### src/rtl/meter_pkg.sv
// Shared types and constants for the parking meter session logic.
// Also holds the display decode used by the session controller.
package meter_pkg;

  localparam int SEC_W   = 12;
  localparam int MAX_SEC = 3599;

  typedef enum logic [2:0] {
    IDLE      = 3'd0,
    ARRIVING  = 3'd1,
    GRACE     = 3'd2,
    BILLING   = 3'd3,
    DEPARTING = 3'd4,
    HOLD      = 3'd5
  } state_t;

  typedef struct packed {
    logic count_clr;
    logic show_cost;
    logic blink;
  } disp_t;

  function automatic disp_t decode(input state_t s);
    disp_t d;
    d.count_clr = (s == IDLE) || (s == ARRIVING) || (s == GRACE);
    d.show_cost = (s == BILLING) || (s == DEPARTING) || (s == HOLD);
    d.blink     = (s == HOLD);
    return d;
  endfunction

  // Timers must hold the largest interval value without wrapping.
  function automatic int timer_width(input int a, input int b, input int c, input int d);
    int m;
    m = a;
    if (b > m) m = b;
    if (c > m) m = c;
    if (d > m) m = d;
    return $clog2(m + 1);
  endfunction

endpackage

### src/rtl/meter_session_ctrl_if.sv
// Signal bundle between the session controller and its neighbours
// (sensor, 1 Hz tick, second counter, display mux).
interface meter_session_ctrl_if #(parameter int SEC_W = meter_pkg::SEC_W);

  logic             tick_1hz;
  logic             parked_raw;
  logic [SEC_W-1:0] sec_count;
  logic             count_clr;
  logic             count_inc;
  logic             show_cost;
  logic             blink;
  logic             capped;
  logic [2:0]       state;
  logic             session_done;

  modport master (
    output tick_1hz, parked_raw, sec_count,
    input  count_clr, count_inc, show_cost, blink, capped, state, session_done
  );

  modport slave (
    input  tick_1hz, parked_raw, sec_count,
    output count_clr, count_inc, show_cost, blink, capped, state, session_done
  );

endinterface

### src/rtl/tick_timer.sv
// Tick-gated up-counter with sync clear and a terminal-count look-ahead.
// clr and inc together restart the count at 1.
module tick_timer #(
  parameter int W = 4
) (
  input  logic         clk,
  input  logic         rst_n,
  input  logic         tick,
  input  logic         clr,
  input  logic         inc,
  input  logic [W-1:0] term,
  output logic         reach
);

  logic [W-1:0] count;

  // reach says the increment taken on this tick lands on the terminal value.
  assign reach = (({1'b0, count} + (W+1)'(1)) == {1'b0, term});

  always_ff @(posedge clk or negedge rst_n) begin
    if (!rst_n) begin
      count <= '0;
    end else if (tick) begin
      if (clr)
        count <= inc ? W'(1) : '0;
      else if (inc && (count != '1))
        count <= count + W'(1);
    end
  end

endmodule

### src/rtl/meter_session_ctrl.sv
// Parking session sequencer: qualifies occupancy and steps each session
// through arrival, grace, billing, departure and final-cost hold.
module meter_session_ctrl #(
  parameter int ARRIVE_SEC = 3,
  parameter int DEPART_SEC = 3,
  parameter int GRACE_SEC  = 10,
  parameter int HOLD_SEC   = 15,
  parameter int SEC_W      = meter_pkg::SEC_W,
  parameter int MAX_SEC    = meter_pkg::MAX_SEC
) (
  input logic                 clk,
  input logic                 rst_n,
  meter_session_ctrl_if.slave bus
);

  import meter_pkg::*;

  localparam int TW = timer_width(ARRIVE_SEC, DEPART_SEC, GRACE_SEC, HOLD_SEC);

  state_t        state;
  state_t        state_nxt;
  disp_t         disp;
  logic          session_done_r;
  logic          parked;
  logic          q_clr, q_inc, q_reach;
  logic          t_clr, t_inc, t_reach;
  logic [TW-1:0] q_term, t_term;

  assign parked = bus.parked_raw;

  // q counts consecutive occupied/vacant ticks; t counts grace and hold seconds.
  always_comb begin
    q_clr = 1'b1;
    q_inc = 1'b0;
    t_clr = 1'b1;
    t_inc = 1'b0;
    case (state)
      IDLE:      q_inc = parked;
      ARRIVING:  begin q_clr = ~parked; q_inc = parked; end
      GRACE:     begin t_clr = ~parked; t_inc = parked; end
      BILLING:   q_inc = ~parked;
      DEPARTING: begin q_clr = parked; q_inc = ~parked; end
      HOLD:      begin q_inc = parked; t_clr = parked; t_inc = ~parked; end
      default:   ;
    endcase
  end

  assign q_term = (state == DEPARTING) ? TW'(DEPART_SEC) : TW'(ARRIVE_SEC);
  assign t_term = (state == HOLD)      ? TW'(HOLD_SEC)   : TW'(GRACE_SEC);

  tick_timer #(.W(TW)) u_q_timer (
    .clk   (clk),
    .rst_n (rst_n),
    .tick  (bus.tick_1hz),
    .clr   (q_clr),
    .inc   (q_inc),
    .term  (q_term),
    .reach (q_reach)
  );

  tick_timer #(.W(TW)) u_t_timer (
    .clk   (clk),
    .rst_n (rst_n),
    .tick  (bus.tick_1hz),
    .clr   (t_clr),
    .inc   (t_inc),
    .term  (t_term),
    .reach (t_reach)
  );

  function automatic state_t next_state(input state_t s, input logic p,
                                        input logic qr, input logic tr);
    case (s)
      IDLE:      return p ? ((ARRIVE_SEC == 1) ? GRACE : ARRIVING) : IDLE;
      ARRIVING:  return !p ? IDLE : (qr ? GRACE : ARRIVING);
      GRACE:     return !p ? IDLE : (tr ? BILLING : GRACE);
      BILLING:   return p ? BILLING : ((DEPART_SEC == 1) ? HOLD : DEPARTING);
      DEPARTING: return p ? BILLING : (qr ? HOLD : DEPARTING);
      HOLD:      return p ? ((ARRIVE_SEC == 1) ? GRACE : ARRIVING) : (tr ? IDLE : HOLD);
      default:   return IDLE;
    endcase
  endfunction

  assign state_nxt = next_state(state, parked, q_reach, t_reach);

  // Display controls are registered from the next state so they change with it.
  always_ff @(posedge clk or negedge rst_n) begin
    if (!rst_n) begin
      state          <= IDLE;
      disp           <= decode(IDLE);
      session_done_r <= 1'b0;
    end else begin
      session_done_r <= 1'b0;
      if (bus.tick_1hz || !(state inside {IDLE, ARRIVING, GRACE, BILLING, DEPARTING, HOLD})) begin
        state          <= state_nxt;
        disp           <= decode(state_nxt);
        session_done_r <= (state_nxt == HOLD) && (state != HOLD);
      end
    end
  end

  assign bus.state        = state;
  assign bus.count_clr    = disp.count_clr;
  assign bus.show_cost    = disp.show_cost;
  assign bus.blink        = disp.blink;
  assign bus.session_done = session_done_r;
  assign bus.count_inc    = bus.tick_1hz && (state == BILLING) &&
                            (bus.sec_count < SEC_W'(MAX_SEC));
  assign bus.capped       = (state inside {BILLING, DEPARTING, HOLD}) &&
                            (bus.sec_count == SEC_W'(MAX_SEC));

  tick_single_a: assert property (@(posedge clk) disable iff (!rst_n)
                                  bus.tick_1hz |=> !bus.tick_1hz);

endmodule

### src/flat_wrapper.sv
// flat-port wrapper written by rule: the top's interface ports become plain ports
module meter_session_ctrl_flat import meter_pkg::*;
#(
  parameter int ARRIVE_SEC = 3,
  parameter int DEPART_SEC = 3,
  parameter int GRACE_SEC  = 10,
  parameter int HOLD_SEC   = 15,
  parameter int SEC_W      = meter_pkg::SEC_W,
  parameter int MAX_SEC    = meter_pkg::MAX_SEC
)
  (clk, rst_n, bus_tick_1hz, bus_parked_raw, bus_sec_count, bus_count_clr, bus_count_inc, bus_show_cost, bus_blink, bus_capped, bus_state, bus_session_done);
  meter_session_ctrl_if #(.SEC_W(SEC_W)) bus_i ();
  input logic clk;
  input logic rst_n;
  input wire logic [$bits(bus_i.tick_1hz)-1:0] bus_tick_1hz;
  input wire logic [$bits(bus_i.parked_raw)-1:0] bus_parked_raw;
  input wire logic [$bits(bus_i.sec_count)-1:0] bus_sec_count;
  output wire logic [$bits(bus_i.count_clr)-1:0] bus_count_clr;
  output wire logic [$bits(bus_i.count_inc)-1:0] bus_count_inc;
  output wire logic [$bits(bus_i.show_cost)-1:0] bus_show_cost;
  output wire logic [$bits(bus_i.blink)-1:0] bus_blink;
  output wire logic [$bits(bus_i.capped)-1:0] bus_capped;
  output wire logic [$bits(bus_i.state)-1:0] bus_state;
  output wire logic [$bits(bus_i.session_done)-1:0] bus_session_done;
  assign bus_i.tick_1hz = bus_tick_1hz;
  assign bus_i.parked_raw = bus_parked_raw;
  assign bus_i.sec_count = bus_sec_count;
  assign bus_count_clr = bus_i.count_clr;
  assign bus_count_inc = bus_i.count_inc;
  assign bus_show_cost = bus_i.show_cost;
  assign bus_blink = bus_i.blink;
  assign bus_capped = bus_i.capped;
  assign bus_state = bus_i.state;
  assign bus_session_done = bus_i.session_done;
  meter_session_ctrl #(.ARRIVE_SEC(ARRIVE_SEC), .DEPART_SEC(DEPART_SEC), .GRACE_SEC(GRACE_SEC), .HOLD_SEC(HOLD_SEC), .SEC_W(SEC_W), .MAX_SEC(MAX_SEC)) u_core (.clk(clk), .rst_n(rst_n), .bus(bus_i));
endmodule
### config.mk
export PLATFORM = sky130hd
export DESIGN_NAME = meter_session_ctrl_flat
export DESIGN_NICKNAME = d
export VERILOG_FILES = /design/src/rtl/meter_pkg.sv /design/src/rtl/meter_session_ctrl_if.sv /design/src/rtl/tick_timer.sv /design/src/rtl/meter_session_ctrl.sv /design/src/flat_wrapper.sv
export SDC_FILE = /design/constraint.sdc
export NUM_CORES = 1
export LEC_CHECK = 0
export ABC_AREA = 1
export CORE_MARGIN = 2
export CORE_UTILIZATION = 50
export CTS_CLUSTER_DIAMETER = 200
export DETAILED_ROUTE_END_ITERATION = 16
export PLACE_DENSITY = 0.81
export SLEW_MARGIN = 10
export SYNTH_ARGS = -nofsm -noshare
export SYNTH_HDL_FRONTEND = slang
export SYNTH_HIERARCHICAL = 1
export SYNTH_SLANG_ARGS = --single-unit
### constraint.sdc
create_clock -name clk -period 2.64 [get_ports clk]
set_clock_uncertainty 0.1 [all_clocks]
set_input_delay 0.792 -clock clk [delete_from_list [all_inputs] [get_ports clk]]
set_output_delay 0.792 -clock clk [all_outputs]
set_load 0.005 [all_outputs]
# After elaboration in Yosys (flattened, before gate mapping)
# Cells that the tools add are included.
[totals]
reg_bits = 15
in_bits = 16
out_inout_bits = 9
wordCells = 74
[op_classes]
addsub = 4
n_lt_le_gt_ge = 1
eq_ne = 16
mux = 23
n_bitwise = 1
n_reduce_logical = 22
[ops]
columns = ["operator", "n"]
rows = [
  ["$mux 3", 7],
  ["$pmux 3 s6", 1],
  ["$mux 4", 4],
  ["$eq 12x12->1 const B", 1],
  ["$eq 3x2->1 const B", 4],
  ["$eq 3x3->1 const B", 4],
  ["$lt 12x12->1 const B", 1],
  ["$add 4x1->5 const B", 2],
  ["$add 4x1->4 const B", 2],
  ["$ne 4x4->1 const B", 2],
  ["$pmux 1 s2", 4],
  ["$eq 3x1->1 const B", 2],
  ["$logic_and 1x1->1", 6],
  ["$logic_not 3->1", 2],
  ["$mux 1", 6],
  ["$reduce_bool 6->1", 1],
  ["$eq 5x2->1 const B", 1],
  ["$eq 5x4->1", 1],
  ["$logic_or 1x1->1", 5],
  ["$reduce_and 2->1", 2],
  ["$reduce_bool 2->1", 2],
  ["$ne 3x3->1 const B", 1],
  ["$reduce_bool 3->1", 1],
  ["$reduce_or 3->1", 1],
  ["other kinds (4)", 4],
]

# Depth between registers and ports, before layout
[logic_depth]
word_depth = 9
depth_mapped = 19
ltp_nobuf = 19

# Hierarchy
# Netlist, hierarchy kept.
[by_module_without_submodules]
columns = ["module", "n_inst", "cells_each", "area_each_um2", "seq_area_each_um2"]
rows = [
  ["tick_timer", 2, 51, 324.1, 100.1],
  ["meter_session_ctrl", 1, 90, 576.8, 176.4],
]

# Worst setup path after synthesis
# OpenSTA, ideal clock, no wires.
[synth_timing]
kind = "input-to-output"
start = "input bus_sec_count[6]"
end = "output bus_capped"
t_arrival_ps = 1289
required_ps = 1748
setup_slack_ps = 459
cell_stages = 5
path_buffers = 0
cell_sequence = "nor2_1 nand2_1 inv_1 nand2_1 nor4_1"
[synth_via]
elab_chain_len = 2
[synth_rtl]
columns = ["item", "line", "text"]
rows = [
  ["start: declaration", "flat_wrapper.sv:17", "input wire logic [$bits(bus_i.sec_count)-1:0] bus_sec_count;"],
  ["$eq 12x12->1", "meter_session_ctrl.sv:110", "(bus.sec_count == SEC_W'(MAX_SEC));"],
  ["$logic_and 1x1->1", "meter_session_ctrl.sv:109", "assign bus.capped = (state inside {BILLING, DEPARTING, HOLD}) &&"],
  ["end: declaration", "flat_wrapper.sv:22", "output wire logic [$bits(bus_i.capped)-1:0] bus_capped;"],
]
# No other way between the ends.

# Worst setup path in the final report
[layout_timing]
start = "input bus_sec_count[5]"
end = "output bus_capped"
# The elaborated chain is that of the path after synthesis.

==> impl_metrics.ini <==
[final_layout]
ff_latch_area_um2 = 376.6
drive_above_1_share_pct = 12.02
area_growth_pct = 29.01
diodes = 0
finish.net_count = 252
design_area_um2 = 1580
fin_util_pct = 70.09
multi_input_area_um2 = 758.2
nFillCells = 200

[setup_path]
critPathKind = input pin to output port
required_ns = 1.75
end_kind = output port
r2r_setup_slack_ns = 0.49
cp_max_fo = 2
critPathLaunchType = input pin
critPathArrivalTime_ns = 1.67

[sta]
finalMaxSlewViolations = 0
slew_headroom_pct = 58.23
tightestPinTransition_ns = 0.6246
min_period_ns = 2.561
fmax_mhz = 390.5
fin_crit_sh_pct = 96.99
finalSetupTns_ns = 0
rsz0062_at_grt = no
finalHoldViolCount = 0
finalSetupViolations = 0

[pwr]
power_density_nw_per_um2 = 509.3
seqPwrFrac_pct = 39.0
ir_drop_mv = 0.5385
pwr-share-comb_pct = 45.8
p_clk_share_pct = 15.2
swShare_pct = 40.14
leakage_uw = 0.0008211
internal_power_uw = 481.7
p_sw_uw = 323.1

[yosys]
syn_inst = 192
synth_top_family_by_area = simple AND/OR/NAND/NOR gates
async_reset_ff_share_pct = 100.0
synth_top_area_share_pct = 28.60
synth-xor-area-share_pct = 1.430
synth-main-ff-cell = dfrtp_1
syn-cell-area_um2 = 1225
synth_compound_area_share_pct = 8.887
ys_seq_area_share_pct = 30.75
yosysUniqueCellTypes = 25
synth_edf_count = 0
synth-adder-area-share_pct = 2.043
yosysTopAreaCell = dfrtp_1
synthSimpleGateAreaFrac_pct = 45.35
ys_ff_latch = 15
postSynthAreaPerCell_um2 = 6.380
muxShareOfSynthArea_pct = 0
synth_area_leaders = dfrtp_1, nand2_1, nand3_1, inv_1, nor2_1
yosysWarnings = 6

[die]
die_h_um = 53.50
dieWidth_um = 53.50
die_area_um2 = 2862
start_util_pct = 54.33
rows = 17
core-area_um2 = 2255
ioPinCount = 25

[place]
place_congestion = 0.8481
hpwl_mm = 2.372
io_buffers = 24
place_area_um2 = 1554

[global_route]
grt_max_degree = 16
grtUsageTotal_pct = 24.27
grt_pass1_wl_mm = 5.037
grt_pass1_vias = 1246
gr-total-overflow = 0
antenna_found_initial = 0

[drt]
drtIter0Drc = 54
drc = 0
ant_nets = 0
routed_wl_mm = 2.874
routedWlPerCell_um = 11.01
viasPerCell = 4.962
vias = 1295
dr.pass1.iters = 4

[clock_tree]
cts_tree = yes
clk_path_buf_depth = 2
ctsHtreeMaxLevel = 1
root_buffer = clkbuf_4
path_clk_slew_ns = 0.08
cts.sinks = 15
cts_buffers = 3
worst_skew_pair.late_latency_ns = 0.27

[flow_run]
cap_violations = 0

[status]
status = finished clean

[worst_hold_path]
hold_class = flip-flop to flip-flop
-- sequential cells by signal, indices dropped and copies added, names as in the netlist --
register	flops
u_core/u_q_timer/count	4
u_core/u_t_timer/count	4
u_core/bus.state	3
u_core/bus.blink	1
u_core/bus.count_clr	1
u_core/bus.session_done	1
u_core/bus.show_cost	1
-- final cells by class --
type	count	share of cell area, %
timing repair buffer	30	17.42
multi-input combinational	155	47.98
inverter	29	6.888
tap	28	2.217
sequential	15	23.83
clock buffer	4	1.663
-- cells by family (layout without fill, tap and decap cells) --
kind of cell	after synthesis	in the layout
AO/OA/AOI/OAI	21	21
XOR/XNOR	2	2
adder cells (fa/ha/maj)	2	2
buffers and inverters	31	63
flip-flops	15	15
other	2	11
AND/OR/NAND/NOR	119	119
-- power groups by stage --
stage          sequential (uW)  clock [uW]  combinational, uW
6_report                   314         122                369
5_1_grt                    321         138                420
4_1_cts                    314         126                367
3_5_place_dp               319           0                365
3_3_place_gp               314           0                353
2_1_floorplan              311           0                246
-- metrics by stage --
stage	worst slack, ns	std cells	hold slack [ns]	power, uW
floorplan	0.4594	201	0.3556	556.7
global placement	-0.4658	257	0.3610	667.9
detailed placement	-0.4618	257	0.3674	683.7
CTS	0.001768	261	0.3860	806.3
global route	0.01178	261	0.4056	878.9
finish	0.07946	261	0.3881	804.9
-- cells in the mapped netlist, types with 4 or more instances --
library cell and count:
inv_1 26, dfrtp_1 14, a21oi_1 4, nand4_1 6
nand2_2 7, nand3_1 22, nor2_1 20, nand2_1 55
o21ai_0 15
-- repair_timing --
action,in CTS,in global routing
hold endpoints to repair,0,0
pin swaps,8,6
setup buffers,0,0
resized for setup,18,7
hold buffers,0,0
endpoints found under the setup margin,2,2
-- worst max-delay path, stage by stage --
cell           delay [ns]
dlygate4sd2_1        0.23
nor2_1               0.08
nand2_1              0.05
inv_1                0.06
nand2_1              0.06
nor4_1               0.25
buf_2                0.16
-- layout by cell type (no fill, tap or decap), drive strengths merged, types with 6 or more instances in the layout --
master / instances
o21ai: 15
nand2: 64
inv: 28
dlygate4sd2: 6
nand4: 6
nor2: 21
clkdlybuf4s50: 10
conb: 11
buf: 8
dfrtp: 14
nand3: 24
-- final timing paths --
kind | from | cells past startpoint | end
max | bus_sec_count[5] | 7 | bus_capped
min | u_core/bus.count_clr | 2 | u_core/bus.count_clr
max reg2reg | u_core/u_t_timer/count[0] | 16 | u_core/bus.show_cost
min reg2reg | u_core/bus.count_clr | 2 | u_core/bus.count_clr
max in group asynchronous | rst_n | 1 | u_core/bus.session_done
min in group asynchronous | rst_n | 1 | u_core/u_q_timer/count[1]
-- metal layers --
layer | GRT usage (%) | part of all wire, %
met1 | 31.68 | 49
met2 | 39.92 | 46
met3 | 3.672 | 5.2
met4 | 9.402 | 0.31
met5 | 0 | 0
(Power assumes the default switching activity.)
==> RTL edit 1 (same flow settings) <==
`ARRIVE_SEC` is set to 3 in 2 places; all go to 6.
--- a/src/rtl/meter_session_ctrl.sv
+++ b/src/rtl/meter_session_ctrl.sv
@@ -3,3 +3,3 @@
 module meter_session_ctrl #(
-  parameter int ARRIVE_SEC = 3,
+  parameter int ARRIVE_SEC = 6,
   parameter int DEPART_SEC = 3,
--- a/src/flat_wrapper.sv
+++ b/src/flat_wrapper.sv
@@ -3,3 +3,3 @@
 #(
-  parameter int ARRIVE_SEC = 3,
+  parameter int ARRIVE_SEC = 6,
   parameter int DEPART_SEC = 3,
Check against the original RTL: not equivalent (a bounded check fails within 4 cycles, from zero or initial values and one cycle with rst_n low).
==> RTL edit 1 against the original RTL <==
  * Highest routed layer is now met3
  * Critical path type unchanged
  * Synthesized cell count rose by 5.7%
  * Core utilization is 3.8 points lower
  * Wire length down 6.2%
  * Critical path depth shrank 2
  * Setup slack got worse by 33 ps
  * Synthesized area increased by 4.3%
  * Design area increased by 3.0%
  * Sequential cell count is the same
  * Largest cell class unchanged
Power is not compared: it rests on default switching activity, and its combinational part moved more than twofold at a synthesized area within 25%.
==> RTL edit 1: results (changes against the original RTL) <==
----------------------------------------------------
[Placement]
  Instance area after placement ... 1610 um2 (+3.8%)
  Final weighted congestion in routability-driven placement ... 0.808 (-4.7%)
  Estimated wirelength of the detail-placed design ... 2200 um (-7.4%)

[Final layout]
  Fraction of layout instances using a drive strength above 1 ... 13.7% (+1.7 points)
  NumNets Final ... 260 (+3.2%)
  Filler Cells Inserted ... 225 (+13%)

[GRT]
  Total global-route track usage ... 19.5% (-4.8 points)
  Global-route wire length before repair ... 4350 um (-14%)
  Via count of the first global-routing pass ... 1,087 (-13%)

[Clocking]
  Clock transition time at the flip-flop clock pins of the worst setup and hold paths ... 80 ps (about the same)
  Maximum clock path buffer count ... 2 (unchanged)
  TritonCTS buffer count ... 3 (unchanged)
  CTS-repair resized insts ... 21 (+3)

[Pwr]
  Power density normalized to cell area ... around 300 nW/um2
  Internal power contribution ... about 0.35 mW
  Power in the clock group ... 0.123 mW
  Peak supply drop ... 0.238 mV
  Proportion of power drawn by combinational gates ... 22.3%

[Setup path]
  Master of the slowest instance on the critical path ... sky130_fd_sc_hd__clkdlybuf4s50_1
  Arr. time, crit path ... 1700 ps (+30 ps)
  Worst stage delay on the critical path ... 410 ps (+160 ps)

[Drt]
  Wirelength per Cell ... 9.94 um (-9.7%)
  Number of vias after detailed routing ... 1,338 (+3.3%)
  DRT iter0 DRCs ... 25 (-54%)

[Logic synthesis]
  Top post-synthesis cells by area ... sky130_fd_sc_hd__dfrtp_1 27%, sky130_fd_sc_hd__nand2_1 18%, sky130_fd_sc_hd__nand3_1 10%, sky130_fd_sc_hd__inv_1 7.3%, sky130_fd_sc_hd__o21ai_0 5.9%
  Post-synthesis sequential area ratio ... 29.5% (-1.3 points)
  Library cells used by synthesis ... 26 (+4.0%)
  Count of yosys warnings during synthesis ... 6 (unchanged)
  Top cells by count, synth ... 62 x sky130_fd_sc_hd__nand2_1, 26 x sky130_fd_sc_hd__nand3_1, 25 x sky130_fd_sc_hd__inv_1
  Top FF cell, synth ... sky130_fd_sc_hd__dfrtp_1

[STA]
  Worst slew margin relative to its limit ... 58.8% (+0.53 points)

[Run status]
  Result of the run ... finished, final reports clean

----------------------------------------------------
==> RTL edit 1: cell types whose count changed in the layout (fill, tap and decap cells not counted), moves of 2 or more <==
| cell | change |
|---|---|
| sky130_fd_sc_hd__clkdlybuf4s15_1 | -3 |
| sky130_fd_sc_hd__conb_1 | -3 |
| sky130_fd_sc_hd__dlygate4sd2_1 | +5 |
| sky130_fd_sc_hd__dlymetal6s2s_1 | -3 |
| sky130_fd_sc_hd__inv_2 | +2 |
| sky130_fd_sc_hd__nand2_1 | +7 |
| sky130_fd_sc_hd__nand2_2 | -3 |
| sky130_fd_sc_hd__nand3_1 | +5 |
| sky130_fd_sc_hd__nand3b_1 | +2 |
| sky130_fd_sc_hd__nor2_1 | -4 |
| sky130_fd_sc_hd__nor2_2 | +3 |
| sky130_fd_sc_hd__nor2_4 | +2 |
==> RTL edit 1: cells by family (layout without fill, tap and decap cells) <==
family                   count (synthesis)  count (layout)  share of synthesized area, %
XOR/XNOR                                 2               2                          1.37
AND/OR/NAND/NOR                        130             130                          48.6
flip-flops                              15              15                          29.5
adder cells (fa/ha/maj)                  2               2                          1.96
buffers and inverters                   31              63                          9.30
other                                    2               8                         0.588
AO/OA/AOI/OAI                           21              21                          8.72
==> RTL edit 1: through the flow <==
step	hold WS (ps)	setup TNS, ps	instances	worst slack, ps	power (mW)
2_1_floorplan	357	0	209	426	0.321
3_3_place_gp	356	-946	267	-492	0.372
3_5_place_dp	354	-1000	267	-519	0.374
4_1_cts	369	0	271	6.76	0.494
5_1_grt	403	0	271	0.549	0.520
6_report	368	0	271	46.5	0.488
==> RTL edit 1: layer usage <==
| metal | part of all wire, % | GRT usage (%) |
|---|---|---|
| met1 | 51 | 27.8 |
| met4 | 0 | 3.75 |
| met3 | 4.0 | 0.820 |
| met5 | 0 | 0 |
| met2 | 45 | 32.7 |
==> RTL edit 1: cell type report <==
cell class / instances / share of cell area, %
clock buffers: 3 / 1.38
inverters: 29 / 6.69
clock inverters: 1 / 0.307
flip-flops and latches: 15 / 23.1
repair buffers: 30 / 16.1
multi-input cells: 163 / 50.1
well taps: 30 / 2.31
==> RTL edit 1: final timing paths <==
kind                                                        from                                    end  slack (ps)  depth (start not counted)
worst max-delay path                            bus_sec_count[8]                          bus_count_inc          50                          5
worst max register to register   u_core/bus.state[0]$_DFFE_PN0P_       u_core/bus.show_cost$_DFFE_PN0P_         330                         14
min in group asynchronous                                  rst_n  u_core/u_q_timer/count[3]$_DFFE_PN0P_         800                          1
worst min-delay path            u_core/bus.count_clr$_DFFE_PN1P_       u_core/bus.count_clr$_DFFE_PN1P_         370                          2
worst min register to register  u_core/bus.count_clr$_DFFE_PN1P_       u_core/bus.count_clr$_DFFE_PN1P_         370                          2
max in group asynchronous                                  rst_n           u_core/bus.blink$_DFFE_PN0P_        1250                          1
==> RTL edit 2 (same settings) <==
Made on the original files. Make the reset (`rst_n`) synchronous in 2 clocked blocks.
--- a/src/rtl/tick_timer.sv
+++ b/src/rtl/tick_timer.sv
@@ -19,3 +19,3 @@
 
-  always_ff @(posedge clk or negedge rst_n) begin
+  always_ff @(posedge clk) begin
     if (!rst_n) begin
--- a/src/rtl/meter_session_ctrl.sv
+++ b/src/rtl/meter_session_ctrl.sv
@@ -86,3 +86,3 @@
   // Display controls are registered from the next state so they change with it.
-  always_ff @(posedge clk or negedge rst_n) begin
+  always_ff @(posedge clk) begin
     if (!rst_n) begin
Behaviour: differs if rst_n is asserted again (counterexample within 4 cycles, from zero or initial values and one cycle with rst_n low); with rst_n held inactive, the same outputs for 10 cycles.
==> RTL edit 2 against the original RTL <==
  * Wire length shrank 6.4%
  * Worst hold slack got worse by 9.4 ps
  * Synthesized area rose by 3.8%
  * Setup slack improved by 34 ps
  * Sequential cell count did not move
  * First-iteration DRC count fell by 59%
  * Critical endpoint is now bus_count_inc
  * Cell count is 6.1% higher
  * Register-to-register slack got worse by 120 ps
  * Design area grew 1.8%
Power is not compared: it rests on default switching activity, and its combinational part moved more than twofold at a synthesized area within 25%.
==> RTL edit 2: results (changes against the original RTL) <==
----------------------------------------------------
[Setup path]
  R2R Path Start ... u_core/bus.state[0]$_SDFFE_PN0N_
  Worst R2R End ... u_core/bus.show_cost$_SDFFE_PN0N_
  Arr. time, crit path ... 1630 ps (-40 ps)
  Path depth of the worst reg2reg path ... 15 (-1)
  Worst setup slack for register-to-register paths ... 370 ps (-120 ps)
  Master of the slowest instance on the critical path ... sky130_fd_sc_hd__clkdlybuf4s50_1

[Logic synthesis]
  Post-synthesis share of cell area spent on full adders, half adders and majority gates ... 1.97% (-0.074 points)
  Fraction of the mapped netlist area in compound gates ... 6.69% (-2.2 points)
  Async S/R FF share, synth ... 0% (-100 points)
  Xor/xnor share of the synthesized area ... 2.76% (+1.3 points)
  Library cells used by synthesis ... 28 (+12%)
  Top FF cell, synth ... sky130_fd_sc_hd__dfxtp_1
  Top cells by count, synth ... 53 x sky130_fd_sc_hd__nand2_1, 39 x sky130_fd_sc_hd__nor2_1, 23 x sky130_fd_sc_hd__inv_1

[Placement]
  Final weighted congestion in routability-driven placement ... 0.834 (-1.7%)
  Estimated wirelength of the detail-placed design ... 2190 um (-7.8%)
  Worst slack, placed ... -443 ps (+18.4 ps)

[Final layout]
  Filler Cells Inserted ... 248 (+24%)
  Relative area change from synthesis to final layout ... 26.6%
  NumNets Final ... 266 (+5.6%)
  Fraction of layout instances using a drive strength above 1 ... 17.4% (+5.4 points)
  Post-route insts no fill ... 277 (+6.1%)

[Drt]
  Number of vias after detailed routing ... 1,301 (+0.46%)
  Met1 wire length ... 1290 um (-8.1%)
  DRT iter0 DRCs ... 22 (-59%)
  Met2 wire length ... 1210 um (-8.3%)
  Wirelength per Cell ... 9.71 um (-12%)

[GRT]
  Met3 usage in global routing ... 3.28% (-0.39 points)
  Total global-route track usage ... 21.0% (-3.2 points)
  Largest net degree at the start of global routing ... 11 (-5)
  Via count of the first global-routing pass ... 1,182 (-5.1%)
  Global-route wire length before repair ... 4630 um (-8.1%)

[Worst hold path]
  Endpoint of the worst hold-timing path ... u_core/bus.blink$_SDFFE_PN0N_
  Min-delay src ... u_core/bus.blink$_SDFFE_PN0N_

[Run status]
  Result of the run ... finished, final reports clean

[Clocking]
  Clock transition time at the flip-flop clock pins of the worst setup and hold paths ... ~90 ps

[STA]
  Final-layout worst hold slack ... 379 ps (-9.37 ps)

----------------------------------------------------
==> RTL edit 2: repair_timing <==
action | CTS | global route
hold buffers | 0 | 0
resized for setup | 19 | 1
setup endpoints to repair | 2 | 1
pin swaps | 7 | 0
==> RTL edit 2: worst max path at each step <==
stage / startpoint / to / slack, ps / depth (start not counted)
after floorplan: bus_sec_count[6] / bus_capped / 480 / 5
final: bus_sec_count[8] / bus_count_inc / 110 / 6
after global routing: bus_sec_count[4] / bus_capped / 20 / 7
after CTS: bus_sec_count[8] / bus_capped / 100 / 5
after detailed placement: bus_sec_count[6] / bus_capped / -440 / 7
after global placement: bus_sec_count[6] / bus_capped / -440 / 7
==> RTL edit 2: cell type report <==
class                           instances  share of cell area (%)
Tap cell                               30                    2.33
Clock inverter                          1                   0.311
Clock buffer                            3                    1.40
Timing Repair Buffer                   31                    16.7
Multi-Input combinational cell        166                    53.3
Inverter                               31                    7.23
Sequential cell                        15                    18.7
